===== config.mk =====
export PLATFORM = sky130hd
export DESIGN_NAME = rom_arbiter_flat
export DESIGN_NICKNAME = d
export VERILOG_FILES = /design/src/rtl/rom_arbiter_if.sv /design/src/rtl/rom_arbiter.sv /design/src/flat_wrapper.sv
export SDC_FILE = /design/constraint.sdc
export NUM_CORES = 1
export LEC_CHECK = 0
export BUFFER_PORTS_ARGS = -buffer_cell sky130_fd_sc_hd__buf_2
export CAP_MARGIN = 20
export CELL_PAD_IN_SITES_DETAIL_PLACEMENT = 0
export CELL_PAD_IN_SITES_GLOBAL_PLACEMENT = 1
export CORE_UTILIZATION = 34
export CTS_CLUSTER_SIZE = 20
export DETAILED_ROUTE_END_ITERATION = 10
export PLACE_DENSITY = 0.89
export REMOVE_ABC_BUFFERS = 1
export SYNTH_ARGS = -nofsm -noshare
export SYNTH_HDL_FRONTEND = slang
export SYNTH_SLANG_ARGS = --single-unit

===== constraint.sdc =====
create_clock -name clk -period 2.4 [get_ports clk]
set_input_delay 0.12 -clock clk [delete_from_list [all_inputs] [get_ports clk]]
set_output_delay 0.12 -clock clk [all_outputs]
set_load 0.05 [all_outputs]

===== src/rtl/rom_arbiter_if.sv =====
// Bundle shared by the draw units, the arbiter and image_rom.
// The master side drives requests, addresses and the ROM data.
// The slave side is the arbiter.
interface rom_arbiter_if #(
  parameter int unsigned N_REQ  = 3,
  parameter int unsigned ADDR_W = 20,
  parameter int unsigned DATA_W = 12
);
  logic [N_REQ-1:0]        req;
  logic [N_REQ*ADDR_W-1:0] addr_in;
  logic [N_REQ-1:0]        gnt;
  logic [ADDR_W-1:0]       rom_addr;
  logic [DATA_W-1:0]       rom_rgb;
  logic [DATA_W-1:0]       rdata;
  logic [N_REQ-1:0]        rvalid;

  modport master (
    output req, addr_in, rom_rgb,
    input  gnt, rom_addr, rdata, rvalid
  );

  modport slave (
    input  req, addr_in, rom_rgb,
    output gnt, rom_addr, rdata, rvalid
  );
endinterface


===== src/rtl/rom_arbiter.sv =====
// Round-robin arbiter that shares the single-port registered image ROM between
// several pixel requesters. Each owner may stream up to BURST beats before it
// must give up the ROM. Read data comes back two cycles after the accept, with
// a one-hot tag that names the requester.
module rom_arbiter #(
  parameter int unsigned N_REQ  = 3,
  parameter int unsigned ADDR_W = 20,
  parameter int unsigned DATA_W = 12,
  parameter int unsigned BURST  = 16
) (
  input logic           clk,
  input logic           rst,
  rom_arbiter_if.slave  bus
);

  localparam int unsigned PtrW = $clog2(N_REQ);
  localparam int unsigned CntW = (BURST > 1) ? $clog2(BURST) : 1;

  typedef enum logic {StIdle, StBusy} state_e;

  state_e              state_q, state_d;
  logic [PtrW-1:0]     rr_ptr_q, rr_ptr_d;
  logic [PtrW-1:0]     owner_q, owner_d;
  logic [CntW-1:0]     cnt_q, cnt_d;
  logic [ADDR_W-1:0]   rom_addr_q, rom_addr_d;
  logic                v1_q, v1_d, v2_q, v2_d;
  logic [PtrW-1:0]     t1_q, t1_d, t2_q, t2_d;
  logic [DATA_W-1:0]   rdata_q, rdata_d;
  logic [N_REQ-1:0]    rvalid_q, rvalid_d;

  logic                accept;
  logic                found;
  logic [PtrW-1:0]     pick;
  logic [PtrW-1:0]     owner_next;

  // (base + k) mod N_REQ, with both operands known to be below N_REQ
  function automatic logic [PtrW-1:0] wrap_idx(input logic [PtrW-1:0] base, input int unsigned k);
    int unsigned s;
    s = 32'(base) + k;
    if (s >= N_REQ) s = s - N_REQ;
    return PtrW'(s);
  endfunction

  assign accept     = (state_q == StBusy) && bus.req[owner_q];
  assign owner_next = (owner_q == PtrW'(N_REQ - 1)) ? '0 : owner_q + 1'b1;

  // First active request at or after rr_ptr, wrapping around
  always_comb begin
    found = 1'b0;
    pick  = rr_ptr_q;
    for (int unsigned k = 0; k < N_REQ; k++) begin
      if (!found && bus.req[wrap_idx(rr_ptr_q, k)]) begin
        found = 1'b1;
        pick  = wrap_idx(rr_ptr_q, k);
      end
    end
  end

  // Grant mirrors the owner's request, so a beat is accepted in the same cycle
  always_comb begin
    bus.gnt = '0;
    if (state_q == StBusy) bus.gnt[owner_q] = bus.req[owner_q];
  end

  // Ownership FSM, burst counting and address issue
  always_comb begin
    state_d    = state_q;
    rr_ptr_d   = rr_ptr_q;
    owner_d    = owner_q;
    cnt_d      = cnt_q;
    rom_addr_d = rom_addr_q;
    v1_d       = 1'b0;
    t1_d       = t1_q;
    unique case (state_q)
      StIdle: begin
        if (found) begin
          state_d = StBusy;
          owner_d = pick;
          cnt_d   = '0;
        end
      end
      StBusy: begin
        if (accept) begin
          rom_addr_d = bus.addr_in[owner_q*ADDR_W +: ADDR_W];
          v1_d       = 1'b1;
          t1_d       = owner_q;
          cnt_d      = cnt_q + 1'b1;
          if (cnt_q == CntW'(BURST - 1)) begin
            state_d  = StIdle;
            rr_ptr_d = owner_next;
          end
        end else begin
          // Owner ran out of beats early
          state_d  = StIdle;
          rr_ptr_d = owner_next;
        end
      end
      default: state_d = StIdle;
    endcase
  end

  // Return path: the tag is delayed one extra stage to line up with the ROM latency
  always_comb begin
    v2_d     = v1_q;
    t2_d     = t1_q;
    rdata_d  = v2_q ? bus.rom_rgb : rdata_q;
    rvalid_d = '0;
    if (v2_q) rvalid_d[t2_q] = 1'b1;
  end

  // State registers; reset drops any reads still in flight
  always_ff @(posedge clk or posedge rst) begin
    if (rst) begin
      state_q    <= StIdle;
      rr_ptr_q   <= '0;
      owner_q    <= '0;
      cnt_q      <= '0;
      rom_addr_q <= '0;
      v1_q       <= 1'b0;
      t1_q       <= '0;
      v2_q       <= 1'b0;
      t2_q       <= '0;
      rdata_q    <= '0;
      rvalid_q   <= '0;
    end else begin
      state_q    <= state_d;
      rr_ptr_q   <= rr_ptr_d;
      owner_q    <= owner_d;
      cnt_q      <= cnt_d;
      rom_addr_q <= rom_addr_d;
      v1_q       <= v1_d;
      t1_q       <= t1_d;
      v2_q       <= v2_d;
      t2_q       <= t2_d;
      rdata_q    <= rdata_d;
      rvalid_q   <= rvalid_d;
    end
  end

  assign bus.rom_addr = rom_addr_q;
  assign bus.rdata    = rdata_q;
  assign bus.rvalid   = rvalid_q;

endmodule


===== src/flat_wrapper.sv =====
// flat-port wrapper written by rule: the top's interface ports become plain ports
module rom_arbiter_flat 
#(
  parameter int unsigned N_REQ  = 3,
  parameter int unsigned ADDR_W = 20,
  parameter int unsigned DATA_W = 12,
  parameter int unsigned BURST  = 16
)
  (clk, rst, bus_req, bus_addr_in, bus_rom_rgb, bus_gnt, bus_rom_addr, bus_rdata, bus_rvalid);
  rom_arbiter_if #(.N_REQ(N_REQ), .ADDR_W(ADDR_W), .DATA_W(DATA_W)) bus_i ();
  input logic clk;
  input logic rst;
  input wire logic [$bits(bus_i.req)-1:0] bus_req;
  input wire logic [$bits(bus_i.addr_in)-1:0] bus_addr_in;
  input wire logic [$bits(bus_i.rom_rgb)-1:0] bus_rom_rgb;
  output wire logic [$bits(bus_i.gnt)-1:0] bus_gnt;
  output wire logic [$bits(bus_i.rom_addr)-1:0] bus_rom_addr;
  output wire logic [$bits(bus_i.rdata)-1:0] bus_rdata;
  output wire logic [$bits(bus_i.rvalid)-1:0] bus_rvalid;
  assign bus_i.req = bus_req;
  assign bus_i.addr_in = bus_addr_in;
  assign bus_i.rom_rgb = bus_rom_rgb;
  assign bus_gnt = bus_i.gnt;
  assign bus_rom_addr = bus_i.rom_addr;
  assign bus_rdata = bus_i.rdata;
  assign bus_rvalid = bus_i.rvalid;
  rom_arbiter #(.N_REQ(N_REQ), .ADDR_W(ADDR_W), .DATA_W(DATA_W), .BURST(BURST)) u_core (.clk(clk), .rst(rst), .bus(bus_i));
endmodule

==> results of run 1 <==
## state kept, by name, summed over array words and instances, names as in the netlist, 2 cells and up
name,flops
u_core.t1_q,2
u_core.cnt_q,4
u_core.t2_q,2
u_core.bus.rvalid,3
u_core.bus.rom_addr,20
u_core.bus.rdata,12
u_core.owner_q,2
u_core.rr_ptr_q,2
## critical path: stages, from the launching register on
cell and delay [ps]:
dfrtp_1 430, mux2i_1 150, o22ai_2 230, nand2_1 150
buf_4 220, nor3_1 130, buf_2 290
## kinds of logic after synthesis
logic type	share of synthesized area [%]
buffers and inverters	4.06
muxes	16.1
and+or+nand+nor	12.8
xor gates and xnor gates	0.710
adders and majority gates	2.03
AOI/OAI and AO/OA	13.5
DFF	50.7
## cell type report
type | instances | area share [%]
sequential | 50 | 38.5
multi-input combinational | 174 | 34.3
tap | 96 | 3.70
clock inverter | 1 | 0.924
inverter | 5 | 0.577
clock buffer | 6 | 2.54
timing repair buffer | 122 | 19.5
## placed cells by master, fill, tap and decap left out, types with 2 or more instances in the layout
| cell | instances |
|---|---|
| nand3b_1 | 2 |
| dfrtp_1 | 50 |
| and3_1 | 4 |
| ha_1 | 4 |
| clkbuf_8 | 6 |
| inv_1 | 4 |
| xor2_1 | 2 |
| buf_4 | 7 |
| mux2_2 | 12 |
| o21ai_2 | 2 |
| nor3_1 | 4 |
| nand2_1 | 28 |
| mux2i_1 | 24 |
| mux2_1 | 2 |
| a21oi_1 | 22 |
| a22o_1 | 2 |
| o21ai_0 | 21 |
| nand3_1 | 4 |
| nor2_1 | 27 |
| buf_2 | 114 |
| a21o_1 | 2 |
## per-stage QoR
stage,util [%],hold slack [ps]
after floorplan,-,272
after CTS,47.1,45.2
after global routing,47.1,38.7
final,47.1,55.0
after detailed placement,45.3,150
after global placement,45.3,147
## layer usage
layer / up-vias / wire (um) / track usage, % / part of all wire, %
met1: 995 / 2440 / 18.3 / 44
met2: 82 / 2660 / 25.6 / 48
met4: 0 / 79 / 5.66 / 1.4
li1: 1072 / - / - / -
met5: - / 0 / 0 / 0
met3: 7 / 392 / 3.51 / 7.0
## power by group
part | internal, W | leakage (nW) | switching, W
Clock | 0.000333 | 0.0573 | 0.000253
Sequential | 0.00122 | 0.626 | 0.000252
Combinational | 0.000877 | 0.995 | 0.00192
Total | 0.00243 | 1.68 | 0.00243
## worst paths after layout
check / startpoint / to / slack [ps] / cells past startpoint
min in group asynchronous: rst / u_core.bus.rom_addr[6] / 360 / 3
hold reg to reg: u_core.v1_q / u_core.v2_q / 350 / 0
setup / recovery: u_core.owner_q[1] / bus_gnt[0] / 400 / 6
max in group asynchronous: rst / u_core.bus.rdata[10] / 1310 / 4
setup reg to reg: u_core.rr_ptr_q[0] / u_core.state_q / 460 / 6
hold / removal: bus_rom_rgb[5] / u_core.bus.rdata[5] / 60 / 2
==> flow_metrics.py, run 1 <==
metrics = {
    "outcome": {
        "status": "complete, no violations",
    },
    "clock_tree": {
        "cts_hold_buf": 1,
        "cts-root-buf": "clkbuf_8",
        "clock-sinks": 50,
        "post_cts_buffers": 0,
        "clk_pin_slew_ps": 80,
        "cts_tree": "done",
        "clk_path_buf_depth": 2,
        "clkLatencyLatePin_ps": 290,
        "h-tree-depth": 2,
        "cts_resized": 0,
        "numCtsBuffers": 5,
    },
    "die": {
        "die_w_um": 87.2,
        "fp.dieH_um": 87.2,
        "row_count": 30,
        "pin_count": 115,
        "dieArea_um2": 7600,
        "start_util_pct": 35.7,
        "core_area_um2": 6910,
    },
    "timing": {
        "period_needed_ps": 2000,
        "slew_viol_final": 0,
        "fmax_mhz": 499,
        "rsz0062_at_grt": "false",
        "finalSetupViolCount": 0,
        "finClkSkew_ps": 4.90,
        "slew_headroom_pct": 63.3,
        "hold_viol": 0,
        "worst_slew_pin_slew_ps": 551,
        "finalSetupTns_ps": 0,
        "min_period_over_period_pct": 83.5,
        "layout_setup_ws_ps": 397,
    },
    "synthesis": {
        "synth_warnings": 0,
        "synth_area_um2": 2470,
        "synth.avg_cell_area_um2": 10.1,
        "ys_seq_elements": 50,
        "synth_top_area_share_pct": 50.7,
        "synth_top_area_cell": "dfrtp_1",
        "synth_common_cells": "dfrtp_1, nand2_1, nor2_1",
        "synth_area_leaders": "dfrtp_1, mux2i_1, mux2_2, a21oi_1, nand2_1",
        "ys_seq_area_share_pct": 50.7,
        "synth_edf_count": 0,
        "synthDistinctLibCells": 34,
        "synthCells": 245,
        "yosysMostFrequentCell": "dfrtp_1",
        "synth_top_flop_cell": "dfrtp_1",
        "async_flop_share_pct": 100,
    },
    "route": {
        "postRouteAntennaNets": 0,
        "wl_per_cell_um": 12.3,
        "drt_iter0_drc": 68,
        "vias": 2156,
        "wl_mm": 5.57,
        "drc_errors": 0,
        "vias_per_cell": 4.75,
        "dr.pass1.iters": 4,
    },
    "placement": {
        "gp_congestion": 0.733,
        "io_buffers": 114,
        "place_area_um2": 3130,
        "place_inst": 446,
        "place_ws_ps": 461,
        "dp_hpwl_mm": 4.37,
    },
    "final_layout": {
        "regArea_um2": 1250,
        "antenna_cells": 0,
        "layout-drive-gt1-share_pct": 40.5,
        "nets": 439,
        "final_cells": 454,
        "syn_to_final_growth_pct": 31.8,
        "fill_cells": 708,
        "multi_input_area_um2": 1110,
        "finalInstanceArea_um2": 3250,
    },
    "setup_path": {
        "arrival_ps": 1880,
        "path_class": "reg -> out",
        "setup.worst_path.start_class": "register",
        "crit_fanout": 16,
        "end_kind": "output port",
        "required_ps": 2280,
    },
    "power_and_ir_drop": {
        "power_w": 0.00485,
        "vdd.ir_drop.worst_v": 0.000551,
        "leakage_nw": 1.68,
        "p_per_area_nw_per_um2": 1490,
    },
    "global_route": {
        "antenna_found_initial": 0,
        "globalRouteOverflowTotal": 0,
        "grt_pass1_wl_mm": 8.78,
        "grt.total_usage_pct": 14.9,
        "grt_pass1_vias": 1958,
        "grt_max_degree": 31,
    },
    "worst_hold_path": {
        "hp-class": "in -> reg",
    },
    "run": {
        "maxCapViolCount": 0,
    },
}
(Power assumes the default switching activity.)
==> inputs of run 2 (changes only) <==
CORE_UTILIZATION = 31   (was 34)
PLACE_DENSITY = 0.86   (was 0.89)
clock period = 1.68 ns   (was 2.4 ns; I/O delays follow)
==> flow_metrics.py, run 2 (same netlist as run 1, synthesis figures left out) <==
metrics = {
    "die": {
        "pin_count": 115,
        "start_util_pct": 31.9,
        "row_count": 32,
        "core_area_um2": 7730,
        "dieArea_um2": 8320,
        "fp.dieH_um": 91.2,
        "die_w_um": 91.2,
    },
    "placement": {
        "place_ws_ps": -185,
        "dp_hpwl_mm": 4.40,
        "io_buffers": 114,
        "place_area_um2": 3230,
        "gp_congestion": 0.867,
    },
    "setup_path": {
        "cp.buffers_inverters": 2,
        "critPathSlowestCell": "dfrtp_1",
        "path_class": "reg -> out",
        "arrival_ps": 1680,
        "crit_chain": "mux2i_1 -> o22ai_2 -> nand2_2 -> buf_6 -> nor3_4 -> buf_6",
        "path_delay_family": "flip-flops",
        "end_kind": "output port",
        "crit_fanout": 5,
        "required_ps": 1600,
        "setup.worst_path.start_class": "register",
        "max_stage_delay_ps": 430,
        "crit_path_frequent_cell": "buf_6",
    },
    "outcome": {
        "status": "finished, violations left",
        "violations": "negative setup slack",
    },
    "power_and_ir_drop": {
        "combPwrFrac_pct": 60.8,
        "vdd.ir_drop.worst_v": 0.000517,
        "p_per_area_nw_per_um2": 2130,
        "swShare_pct": 48.5,
        "clkPwrFrac_pct": 10.9,
        "leakage_nw": 1.76,
        "seqPwrFrac_pct": 28.3,
        "p_switching_w": 0.00359,
        "p_int_w": 0.00382,
    },
    "clock_tree": {
        "numCtsBuffers": 5,
        "clk_path_buf_depth": 2,
        "cts_tree": "done",
        "cts-root-buf": "clkbuf_8",
        "clkLatencyLatePin_ps": 300,
        "clock-sinks": 50,
        "h-tree-depth": 2,
        "clk_pin_slew_ps": 80,
    },
    "route": {
        "drt_iter0_drc": 83,
        "wl_per_cell_um": 12.1,
        "vias_per_cell": 4.68,
        "postRouteAntennaNets": 0,
        "vias": 2242,
        "wl_mm": 5.82,
        "dr.pass1.iters": 4,
        "drc_errors": 0,
    },
    "timing": {
        "layout_setup_ws_ps": -79.6,
        "worst_slew_pin_slew_ps": 600,
        "finalSetupViolCount": 9,
        "min_period_over_period_pct": 105,
        "slew_headroom_pct": 60.0,
        "hold_viol": 0,
        "fmax_mhz": 568,
        "finClkSkew_ps": 8.48,
        "slew_viol_final": 0,
        "period_needed_ps": 1760,
        "rsz0062_at_grt": "true",
    },
    "final_layout": {
        "most-common-layout-cells": "buf_2, dfrtp_1, nand2_1, nor2_1, buf_4",
        "antenna_cells": 0,
        "largest_reg_flops": 20,
        "final_common_cell": "buf_2",
        "layout-drive-gt1-share_pct": 45.9,
        "finalInstanceArea_um2": 3480,
        "nets": 457,
        "syn_to_final_growth_pct": 41.2,
    },
    "global_route": {
        "grt.total_usage_pct": 14.5,
        "grt_pass1_wl_mm": 9.60,
        "grt_pass1_vias": 2118,
        "antenna_found_initial": 0,
        "globalRouteOverflowTotal": 0,
        "grt_max_degree": 51,
    },
    "worst_hold_path": {
        "hp-class": "in -> reg",
    },
    "run": {
        "maxCapViolCount": 0,
    },
}
-- run 2: final cells by class --
class                           count  area (um^2)
Clock inverter                      1         30.0
Sequential cell                    50         1250
Multi-Input combinational cell    174         1180
Tap cell                          102          128
Timing Repair Buffer              140          798
Fill cell                         757         4240
Clock buffer                        7         76.3
Inverter                            5         18.8
-- run 2: power groups by stage --
stage	combinational (W)	clock (W)	sequential, W
floorplan	0.00154	0	0.00356
CTS	0.00441	0.000840	0.00210
global route	0.00485	0.000889	0.00218
global placement	0.00416	0	0.00209
finish	0.00450	0.000811	0.00210
detailed placement	0.00422	0	0.00213
-- run 2: per-stage QoR --
step / cells / hold WS [ps] / total power (W) / utilization, % / TNS (ps)
floorplan: 229 / 236 / 0.00510 / - / -27060
global placement: 465 / 280 / 0.00626 / 41.8 / -984
detailed placement: 465 / 281 / 0.00635 / 41.8 / -2340
CTS: 476 / 7.96 / 0.00735 / 44.3 / -1900
global route: 479 / 4.42 / 0.00791 / 45.1 / -1090
finish: 479 / 17.2 / 0.00741 / 45.1 / -184
-- run 2: path summary, 6_finish.rpt --
kind	from	end	slack, ps	depth (start not counted)
setup / recovery	u_core.owner_q[1]	bus_gnt[0]	-80	6
hold / removal	bus_rom_rgb[8]	u_core.bus.rdata[8]	20	2
setup reg to reg	u_core.rr_ptr_q[1]	u_core.owner_q[1]	-40	6
hold reg to reg	u_core.v1_q	u_core.v2_q	360	0
max in group asynchronous	rst	u_core.bus.rdata[3]	780	4
min in group asynchronous	rst	u_core.bus.rom_addr[7]	500	4
-- run 2: worst reg2reg max path: cells and delay by family, from the launching register on --
kind / cells / cell delay (ps)
buffers and inverters: 2 / 300
AOI/OAI and AO/OA: 3 / 580
adders and majority gates: 1 / 290
DFF: 1 / 440
-- run 2: timing repair --
| item | 4_1_cts | 5_1_grt |
|---|---|---|
| resized for setup | 15 | 8 |
| hold endpoints to repair | 50 | 0 |
| hold buffers | 1 | 0 |
| setup buffers | 3 | 3 |
| pin swaps | 4 | 4 |
| setup endpoints to repair | 25 | 10 |
-- run 2: metal layers --
metal / global-route usage (%) / part of all wire (%) / up-vias
met5: 0 / 0 / -
met4: 5.82 / 1.4 / 0
met3: 3.02 / 7.4 / 5
met2: 24.7 / 49 / 82
met1: 17.8 / 43 / 1045
li1: - / - / 1110
==> inputs of run 3 (changes only) <==
CAP_MARGIN = 40   (was 20)
CORE_MARGIN = 4   (was not set)
==> flow_metrics.py, run 3 (same netlist as run 1, synthesis figures left out) <==
metrics = {
    "timing": {
        "fmax_mhz": 571,
        "rsz0062_at_grt": "true",
        "period_needed_ps": 1750,
        "worst_slew_pin_slew_ps": 523,
        "finClkSkew_ps": 4.14,
        "layout_setup_ws_ps": -72.7,
        "finalSetupViolCount": 3,
        "min_period_over_period_pct": 104,
        "hold_viol": 0,
        "slew_headroom_pct": 65.2,
        "finalSetupTns_ps": -120,
        "whs_ps": 12.4,
        "slew_viol_final": 0,
    },
    "outcome": {
        "status": "finished, violations left",
        "violations": "negative setup slack",
    },
    "clock_tree": {
        "clock-sinks": 50,
        "clk_pin_slew_ps": 90,
        "numCtsBuffers": 5,
        "clkLatencyLatePin_ps": 300,
        "cts-root-buf": "clkbuf_8",
        "h-tree-depth": 2,
        "clk_path_buf_depth": 2,
        "cts_tree": "done",
    },
    "die": {
        "core_area_um2": 7730,
        "fp.dieH_um": 97.2,
        "start_util_pct": 31.9,
        "pin_count": 115,
        "row_count": 32,
        "die_w_um": 97.2,
        "dieArea_um2": 9450,
    },
    "global_route": {
        "grt_pass1_vias": 2244,
        "globalRouteOverflowTotal": 0,
        "grt.total_usage_pct": 13.6,
        "grt_pass1_wl_mm": 10.8,
        "grt_max_degree": 51,
        "antenna_found_initial": 0,
    },
    "worst_hold_path": {
        "hp-class": "in -> reg",
        "hold-path-endpoint": "u_core.bus.rdata[10]",
        "holdCritStartpoint": "bus_rom_rgb[10]",
        "hold_depth": 2,
    },
    "route": {
        "vias": 2234,
        "drc_errors": 0,
        "vias_per_cell": 4.63,
        "postRouteAntennaNets": 0,
        "drt_iter0_drc": 66,
        "dr.pass1.iters": 4,
        "wl_per_cell_um": 13.7,
        "wl_mm": 6.61,
    },
    "setup_path": {
        "r2r_slack_ps": -70,
        "arrival_ps": 1940,
        "timing.rr.end": "u_core.owner_q[1]",
        "path_class": "reg -> reg",
        "regToRegStartpoint": "u_core.rr_ptr_q[1]",
        "rr_worst_depth": 6,
        "crit_fanout": 5,
        "required_ps": 1870,
        "end_kind": "register",
        "setup.worst_path.start_class": "register",
    },
    "power_and_ir_drop": {
        "vdd.ir_drop.worst_v": 0.000745,
        "p_per_area_nw_per_um2": 2150,
        "leakage_nw": 1.80,
    },
    "final_layout": {
        "antenna_cells": 0,
        "final_common_cell": "buf_2",
        "syn_to_final_growth_pct": 47.0,
        "most-common-layout-cells": "buf_2, dfrtp_1, nand2_1, nor2_1, buf_4",
        "largest_reg_flops": 20,
        "layout-drive-gt1-share_pct": 49.6,
        "nets": 461,
    },
    "placement": {
        "io_buffers": 114,
        "dp_hpwl_mm": 4.90,
        "gp_congestion": 0.946,
    },
    "run": {
        "maxCapViolCount": 0,
    },
}
## run 3: critical path, cell delays in order (launching register included)
cell     delay, ps
dfrtp_2        450
ha_4           300
mux2i_1        240
o21ai_2        140
nor3_2         210
o32ai_2        120
a22o_1         180
## run 3: power by group
part           total [W]  switching [W]  leakage, nW  internal [W]
Sequential       0.00208       0.000333        0.623       0.00174
Combinational    0.00487        0.00310         1.12       0.00177
Clock           0.000835       0.000392       0.0504      0.000443
Total            0.00779        0.00383         1.80       0.00396
## run 3: timing repair
| item | CTS | global route |
|---|---|---|
| endpoints found under the hold margin | 51 | 1 |
| cloned | 0 | 0 |
| setup buffers | 3 | 6 |
| hold buffers | 2 | 1 |
| endpoints found under the setup margin | 10 | 19 |
| resized for setup | 24 | 18 |
| pin swaps | 7 | 10 |
## run 3: per-layer routing
metal / vias up / global-route usage, % / routed length (um)
met5: - / 0 / 0
met4: 0 / 4.00 / 116
met3: 10 / 3.88 / 444
met2: 74 / 22.4 / 3290
met1: 1033 / 17.5 / 2760
li1: 1117 / - / -
## run 3: per-stage QoR
stage               cell area (um^2)  cells  power (W)  util [%]  setup WS [ps]
floorplan                       2380    229    0.00510         -          -1690
global placement                3220    462    0.00625      41.7           -108
detailed placement              3230    463    0.00636      41.8           -132
CTS                             3510    476    0.00756      45.4          -38.1
global route                    3620    483    0.00831      46.9           -129
finish                          3620    483    0.00779      46.9          -72.7
## run 3: worst max path at each step
stage | end | start | cells past startpoint | slack (ps)
finish | u_core.owner_q[1] | u_core.rr_ptr_q[1] | 6 | -70
global route | u_core.owner_q[1] | u_core.rr_ptr_q[1] | 6 | -130
CTS | u_core.cnt_q[3] | u_core.rr_ptr_q[1] | 7 | -40
detailed placement | u_core.state_q | u_core.rr_ptr_q[1] | 5 | -130
global placement | u_core.owner_q[1] | u_core.rr_ptr_q[0] | 7 | -110
floorplan | bus_gnt[0] | u_core.owner_q[1] | 4 | -1690
## run 3: cell type report
cell class / instances / area [um^2]
clock inverters: 3 / 45.0
clock buffers: 5 / 68.8
well taps: 102 / 128
inverters: 5 / 18.8
flip-flops and latches: 50 / 1250
repair buffers: 144 / 846
fillers: 745 / 4100
multi-input cells: 174 / 1260
